$ cat config.mk
export PLATFORM = sky130hd
export DESIGN_NAME = pipe_ctrl
export DESIGN_NICKNAME = d
export VERILOG_FILES = /design/src/rtl/pipe_ctrl.sv
export SDC_FILE = /design/constraint.sdc
export NUM_CORES = 1
export LEC_CHECK = 0
export BUFFER_PORTS_ARGS = -buffer_cell sky130_fd_sc_hd__clkbuf_2
export CORE_MARGIN = 4
export CORE_UTILIZATION = 45
export CTS_BUF_LIST = sky130_fd_sc_hd__clkbuf_16
export DETAILED_ROUTE_END_ITERATION = 6
export GPL_TIMING_DRIVEN = 0
export PLACE_DENSITY = 0.78
export SETUP_SLACK_MARGIN = 0.05
export SLEW_MARGIN = 20
export SYNTH_ARGS = -nofsm -noshare
export SYNTH_HDL_FRONTEND = slang
export SYNTH_SLANG_ARGS = --single-unit
$ cat constraint.sdc
create_clock -name clk -period 2.7 [get_ports clk]
set_input_delay 0.54 -clock clk [delete_from_list [all_inputs] [get_ports clk]]
set_output_delay 0.54 -clock clk [all_outputs]
set_load 0.005 [all_outputs]
$ cat src/rtl/pipe_ctrl.sv
// pipe_ctrl: stall/flush/redirect control and exception state for the 4-stage core.
// Rev 1.0 - initial release.
`default_nettype none

module pipe_ctrl #(
  parameter int                ADDR_W     = 30,
  parameter int                DATA_W     = 32,
  parameter logic [ADDR_W-1:0] EXC_VECTOR = 30'h0000_0008,
  parameter int                IRQ_N      = 8
) (
  input  logic              clk,
  input  logic              reset_,
  input  logic              if_busy,
  input  logic              mem_busy,
  input  logic              ld_hazard,
  input  logic [ADDR_W-1:0] id_pc,
  input  logic              id_en,
  input  logic [ADDR_W-1:0] mem_pc,
  input  logic              mem_en,
  input  logic [2:0]        mem_exp_code,
  input  logic              mem_eret,
  input  logic              mem_halt,
  input  logic [IRQ_N-1:0]  irq,
  input  logic              cr_we,
  input  logic [1:0]        cr_addr,
  input  logic [DATA_W-1:0] cr_wdata,
  output logic [DATA_W-1:0] cr_rdata,
  output logic              if_stall,
  output logic              id_stall,
  output logic              ex_stall,
  output logic              mem_stall,
  output logic              if_flush,
  output logic              id_flush,
  output logic              ex_flush,
  output logic              mem_flush,
  output logic [ADDR_W-1:0] new_pc,
  output logic              int_en
);

  typedef enum logic [0:0] {
    ST_RUN  = 1'b0,
    ST_HALT = 1'b1
  } state_t;

  state_t             state_q, state_d;
  logic [ADDR_W-1:0]  epc_q, epc_d;
  logic [2:0]         exp_code_q, exp_code_d;
  logic               int_en_q, int_en_d;
  logic               pre_int_en_q, pre_int_en_d;
  logic [IRQ_N-1:0]   int_mask_q, int_mask_d;

  logic w_busy, w_exc, w_eret, w_irq_p, w_int_req, w_evt;
  logic w_unused;

  assign w_busy    = mem_busy | if_busy;
  assign w_exc     = mem_en & (mem_exp_code != 3'd0);
  assign w_eret    = mem_en & mem_eret;
  assign w_irq_p   = |(irq & ~int_mask_q);
  assign w_int_req = int_en_q & w_irq_p;
  // Redirecting events in RUN take precedence over software writes to STATUS/EXP_CODE/EPC.
  assign w_evt     = (state_q == ST_RUN) & (w_exc | w_eret | (w_int_req & id_en));
  assign w_unused  = &{1'b0, cr_wdata};
  assign int_en    = int_en_q;

  always_comb begin
    state_d      = state_q;
    epc_d        = epc_q;
    exp_code_d   = exp_code_q;
    int_en_d     = int_en_q;
    pre_int_en_d = pre_int_en_q;
    int_mask_d   = int_mask_q;
    {if_stall, id_stall, ex_stall, mem_stall} = 4'b0000;
    {if_flush, id_flush, ex_flush, mem_flush} = 4'b0000;
    new_pc = '0;

    if (reset_ || w_busy) begin
      {if_stall, id_stall, ex_stall, mem_stall} = 4'b1111;
    end else begin
      if (cr_we && (cr_addr == 2'd1 || !w_evt)) begin
        case (cr_addr)
          2'd0: begin
            int_en_d     = cr_wdata[0];
            pre_int_en_d = cr_wdata[1];
          end
          2'd1:    int_mask_d = cr_wdata[IRQ_N-1:0];
          2'd2:    exp_code_d = cr_wdata[2:0];
          default: epc_d      = cr_wdata[ADDR_W-1:0];
        endcase
      end

      if (state_q == ST_HALT) begin
        {if_stall, id_stall, ex_stall, mem_stall} = 4'b1111;
        if (w_irq_p && int_en_q) begin
          // epc already holds the instruction after HALT.
          {if_flush, id_flush, ex_flush, mem_flush} = 4'b1111;
          new_pc       = EXC_VECTOR;
          exp_code_d   = 3'd1;
          pre_int_en_d = int_en_q;
          int_en_d     = 1'b0;
          state_d      = ST_RUN;
        end
      end else if (w_exc) begin
        {if_flush, id_flush, ex_flush, mem_flush} = 4'b1111;
        new_pc       = EXC_VECTOR;
        epc_d        = mem_pc;
        exp_code_d   = mem_exp_code;
        pre_int_en_d = int_en_q;
        int_en_d     = 1'b0;
      end else if (w_eret) begin
        {if_flush, id_flush, ex_flush, mem_flush} = 4'b1111;
        new_pc   = epc_q;
        int_en_d = pre_int_en_q;
      end else if (w_int_req && id_en) begin
        {if_flush, id_flush, ex_flush, mem_flush} = 4'b1111;
        new_pc       = EXC_VECTOR;
        epc_d        = id_pc;
        exp_code_d   = 3'd1;
        pre_int_en_d = int_en_q;
        int_en_d     = 1'b0;
      end else if (mem_en && mem_halt) begin
        {if_flush, id_flush, ex_flush} = 3'b111;
        epc_d   = mem_pc + ADDR_W'(1);
        state_d = ST_HALT;
      end else if (ld_hazard) begin
        if_stall = 1'b1;
        id_flush = 1'b1;
      end
    end
  end

  always_ff @(posedge clk) begin
    if (reset_) begin
      state_q      <= ST_RUN;
      epc_q        <= '0;
      exp_code_q   <= '0;
      int_en_q     <= 1'b0;
      pre_int_en_q <= 1'b0;
      int_mask_q   <= '1;
    end else begin
      state_q      <= state_d;
      epc_q        <= epc_d;
      exp_code_q   <= exp_code_d;
      int_en_q     <= int_en_d;
      pre_int_en_q <= pre_int_en_d;
      int_mask_q   <= int_mask_d;
    end
  end

  always_comb begin
    cr_rdata = '0;
    case (cr_addr)
      2'd0:    cr_rdata = DATA_W'({pre_int_en_q, int_en_q});
      2'd1:    cr_rdata = DATA_W'(int_mask_q);
      2'd2:    cr_rdata = DATA_W'(exp_code_q);
      default: cr_rdata = DATA_W'(epc_q);
    endcase
  end

endmodule

`default_nettype wire
Word level (Yosys, flattened, before mapping). Index checks and enable logic that the tools add are counted. W data, S select, Z words.

Bitwise logic cells: 12. Add/subtract/negate cells: 1. Reductions and logical operators: 12. Equal/unequal tests: 2. Muxes and demuxes: 67.

Operators by type and width (number): $mux W30 (11); $pmux W30 S3 (1); $mux W1 (46); $add A30 B1 Y30 const B (1); $mux W3 (7); $and A8 B8 Y8 (1); $mux W4 (2); $not A8 Y8 (1); $reduce_or A8 Y1 (1); $and A1 B1 Y1 (5); $logic_and A1 B1 Y1 (4); $or A1 B1 Y1 (3); $reduce_and A3 Y1 (1); $reduce_bool A3 Y1 (1); $reduce_or A3 Y1 (1); $eq A2 B1 Y1 const B (1); $eq A2 B2 Y1 const B (1); $logic_not A2 Y1 (1); $logic_or A1 B1 Y1 (2); $not A1 Y1 (2); $logic_not A1 Y1 (1).

Logic and storage cells: 100. Bits in registers: 44. Input bits: 115.

Longest topological paths before layout.
Word-level depth: 16. Mapped depth: 10. Gate-level depth less buffers: 8.

Least setup slack after synthesis. Ideal clock, no wire load.

Path kind: input to register. Start: in irq[4]. End: reg epc_q[0]. Arrival: 2.547 ns. Setup time: 0.135 ns. Slack: 0.018 ns. Cell stages on the path: 9. Cell sequence: nor2b_1 or4_1 clkbuf_1 o2111a_2 or2_1 buf_6 mux2_4 nor4_2 a211oi_1.

Longest elaborated chain between the ends: 15. Elaborated cells on any way between the ends: 16.

RTL lines: from (decl) (line 23) `input logic [IRQ_N-1:0] irq,`; $and A8 B8 Y8 * (line 58) `assign w_irq_p = |(irq & ~int_mask_q);`; $reduce_or A8 Y1 * (line 58); $and A1 B1 Y1 * (line 59) `assign w_int_req = int_en_q & w_irq_p;`; $and A1 B1 Y1 (line 61) `assign w_evt = (state_q == ST_RUN) & (w_exc | w_eret | (w_int_req & id_en));`; $or A1 B1 Y1 (line 61); $and A1 B1 Y1 (line 61); $logic_not A1 Y1 (line 79) `if (cr_we && (cr_addr == 2'd1 || !w_evt)) begin`; $logic_or A1 B1 Y1 (line 79); $logic_and A1 B1 Y1 (line 79); $mux W30 (line 79); $mux W30 (line 120) `end else if (mem_en && mem_halt) begin`; $mux W30 (line 113) `end else if (w_int_req && id_en) begin`; $mux W30 (line 109) `end else if (w_eret) begin`; $mux W30 (line 102) `end else if (w_exc) begin`; $mux W30 * (line 91) `if (state_q == ST_HALT) begin`; to (signal assigned) (line 141) `epc_q <= epc_d;`; to (decl) (line 46) `logic [ADDR_W-1:0] epc_q, epc_d;`.

Mark *: on every way between the ends. The rest lies on a longest branch, timed or not. A chain may end at the register's enable or synchronous reset.

Worst setup path in the final report.
Start: in mem_exp_code[0]. End: reg epc_q[11].

Longest elaborated chain between the ends: 14.

RTL lines: from (decl) (line 20) `input logic [2:0] mem_exp_code,`; $reduce_bool A3 Y1 * (line 56) `assign w_exc = mem_en & (mem_exp_code != 3'd0);`; $and A1 B1 Y1 * (line 56); $or A1 B1 Y1 (2 in a row) (line 61); $and A1 B1 Y1 (line 61); $logic_not A1 Y1 (line 79); $logic_or A1 B1 Y1 (line 79); $logic_and A1 B1 Y1 (line 79); $mux W30 (line 79); $mux W30 (line 120); $mux W30 (line 113); $mux W30 (line 109); $mux W30 (line 102); $mux W30 * (line 91).

Marks and branches as above.

==> summary.md <==
| Metric | Value |
|---|---|
| Clock share of power | ~34% |
| Clk_lat worst skew | between 0.2 and 0.3 ns |
| Iteration-0 DRC Markers | ~880 |
| Gr usage total | between 30% and 40% |
| P_sw | ~730 uW |
| Worst Path Class, Setup | primary input to flip-flop |
| Post-synth EDFFs | 0 |
| Sink Count | 44 |
| Gr busiest metal | met2 |
| XOR/XNOR Fraction of Synth Area | 2.12% |
| DP Worst Slack | -0.917 ns |
| Skew final | 0.00509 ns |
| Largest area contributor in the synthesized netlist | dfxtp_1 |
| Largest net degree at the start of global routing | 15 |
| Ys Warns | 0 |
| Wirelength, routed | around 24 mm |
| Fin Hold WS | 0.455 ns |
| Power Internal | around 1.4 mW |
| Static leakage | 2.85 nW |
| Final slew viol count | 0 |
| CTS Buf Count | 5 |
| Tcrit/Tclk final | 100% |
| Most used DFF post-synth | dfxtp_1 |
| Sw Ratio | a little over a third |
| Post-Synth Adder-Cell Area | less than 1% |
| Critical Path Start Type | primary input |
| Critical path required time | 2.86 ns |
| Largest cells by area after synthesis | dfxtp_1 (19%), and3_1 (8.1%), nor2_1 (5.5%) |
| DRC Markers | 0 |
| Routability congestion estimate | 1.00 |
| HPWL after DPL | between 15 and 20 mm |
| Via count | ~6600 |
| H-Tree Depth | 2 |
| Fin nets | a little under 1000 |
| # setup viols final | 1 |
| Synth top area share | between 15 and 20% |
| Die X | between 100 and 150 microns |
| Pwr dens | roughly 330 nW/um^2 |
| Mapped Cells | about 650 |
| Most frequent cell after synthesis | nor2_1 |
| IO Port Bufs | roughly 180 |
| Hold WC Path Type | primary input to flip-flop |
| Maxcap violations | 0 |
| Period minus WS final | about 2.7 ns |
| Vias per inst | 6.70 |
| Routed length per instance | between 20 and 25 microns |
| CP arrival | between 2 and 3 ns |
| Violated checks | setup timing |
| Core Region | 9820 sq um |
| Post-synthesis sequential area ratio | 19.4% |
| Top Ports | 186 |
| Initial DRT Pass Iterations | 5 |
| Worst relative slew slack | between 20 and 30% |
| FF+latch count, synth | 44 |
| TritonCTS clock tree | built |
| Max VDD drop | around 250 uV |
| Post-route setup slack | -0.00329 ns |
| Highest Clock Rate | between 300 and 400 MHz |
| GR Util met3 | approximately 7.3% |
| Combinational share of power | 32.4% |
| Final hold vios | 0 |
| Initial Util | between 40% and 50% |
| CP Capture Type | flip-flop |
| CP Max Fanout | 10 |
| Met2 usage | 59.9% |
| Simple-gate portion of the synthesized area | about a third |
| Die Y | ~110 microns |
| Multiplexer share of the synthesized area | under 10% |
| CTS root buf | clkbuf_16 |
| Vias in the first global route | 6263 |
| GRT overflow | 0 |
| First-pass GRT wire length | around 35 mm |
| Synth Area in Compound Gates | 30.6% |
| Worst Max-Slew Pin Slew | 1.06 ns |
| Status | complete, but fails checks |
| RSZ-0062 raised after global routing | true |
| Ys async rst share | 0% |
| Clock transition at the registers of the reported paths | approximately 0.07 ns |
| Layout cells sized above 1 | a little over a third |
| # diodes | 0 |
| Area Overhead vs Synth | 39.8% |
| Number of distinct library cells after synthesis | 71 |
| CTS Buffer Depth | 2 |
| Mapped Avg Cell Area | 7.01 sq um |
| Die area | 11800 sq um |
| Sequential share of power | ~34% |
| Post-Syn Area | 4540 sq um |
| Top cells by count, synth | nor2_1 (67), and3_1 (59), nand2_1 (59), dfxtp_1 (44) |
| Row count | 36 |
| Detail Route Antenna Nets | 0 |
| Largest family of logic cells by synthesized area | simple AND/OR/NAND/NOR gates |
| Met1 Resource Use GR | 50.4% |
| Antenna violations before repair | 0 |
path summary, 6_finish.rpt:
check / startpoint / endpoint / slack (ns) / depth (start not counted)
min reg2reg: epc_q[12] / epc_q[12] / 0.50 / 2
max reg2reg: int_mask_q[4] / epc_q[2] / 0.07 / 9
max: mem_exp_code[0] / epc_q[11] / -0.003 / 7
min: cr_wdata[23] / epc_q[23] / 0.45 / 3
stage by stage:
stage / instances / cell area (sq um) / setup TNS [ns] / util [%] / total power [mW]
floorplan: 649 / 4550 / 0 / - / 1.03
global placement: 961 / 5610 / -44.33 / 57.1 / 1.32
detailed placement: 962 / 5620 / -33.67 / 57.3 / 1.32
CTS: 975 / 6030 / 0 / 61.4 / 2.04
global route: 991 / 6350 / 0 / 64.7 / 2.18
finish: 991 / 6350 / -0.00329 / 64.7 / 2.11
logic make-up (layout without fill, tap and decap cells):
group | Yosys count | after routing
simple gates | 292 | 292
compound gates | 204 | 204
buf+inv | 64 | 273
flops | 44 | 44
mux | 31 | 31
xor+xnor | 11 | 11
fa+ha+maj | 1 | 1
other cells | 1 | 2
state kept, by name, indices dropped and copies added, names as in the netlist:
| register | flops |
|---|---|
| int_mask_q | 8 |
| exp_code_q | 3 |
| epc_q | 30 |
| int_en | 1 |
| pre_int_en_q | 1 |
| state_q | 1 |
per-layer routing:
layer	routed length [microns]	share of wire, %	up-vias
met3	2780	12	127
met2	10300	43	547
met5	0	0	-
met4	1790	7.5	0
met1	8890	37	3081
li1	-	-	2886
placed cells by master (no fill, tap or decap), types with 7 or more instances in the layout:
cell type / count
nand2b_1: 7
nand3_1: 15
a31oi_1: 8
a32oi_1: 7
a22oi_1: 12
a211oi_1: 8
o21ai_0: 38
o31ai_1: 10
buf_4: 25
o22ai_1: 7
nor3_1: 13
dfxtp_1: 42
clkbuf_1: 21
nor2b_1: 13
clkbuf_4: 10
mux2_2: 7
nand4_1: 9
clkbuf_2: 187
nor2_1: 58
nand2_1: 55
a21oi_1: 38
mux2i_1: 20
xor2_1: 7
or4_1: 7
o211ai_1: 7
and3_1: 59
critical path, stage by stage:
cell,delay (ns)
clkbuf_2,0.15
o31ai_4,0.46
clkbuf_4,0.35
clkbuf_1,0.58
o21ai_0,0.25
a222oi_1,0.40
o21ai_0,0.13
area by class of cell:
type / instances / area (sq um)
inverters: 8 / 32.5
flip-flops and latches: 44 / 883
well taps: 133 / 166
clock buffers: 5 / 125
fillers: 1000 / 3470
multi-input cells: 541 / 3680
repair buffers: 203 / 1090
plain buffers: 54 / 333
clock inverters: 3 / 42.5
power by group through the flow:
stage,Sequential (mW),Combinational (mW),Clock (mW)
floorplan,0.712,0.321,0
global placement,0.729,0.591,0
detailed placement,0.729,0.590,0
CTS,0.716,0.619,0.704
global route,0.723,0.721,0.735
finish,0.719,0.685,0.709
what timing repair did:
item                       CTS  global route
pin swaps                    5            14
gates cloned                 0             1
gates resized for setup     58            75
hold buffers                 0             0
setup buffers                5            17
setup endpoints to repair   82            63
Note: power is estimated with default switching activity, not from simulation.
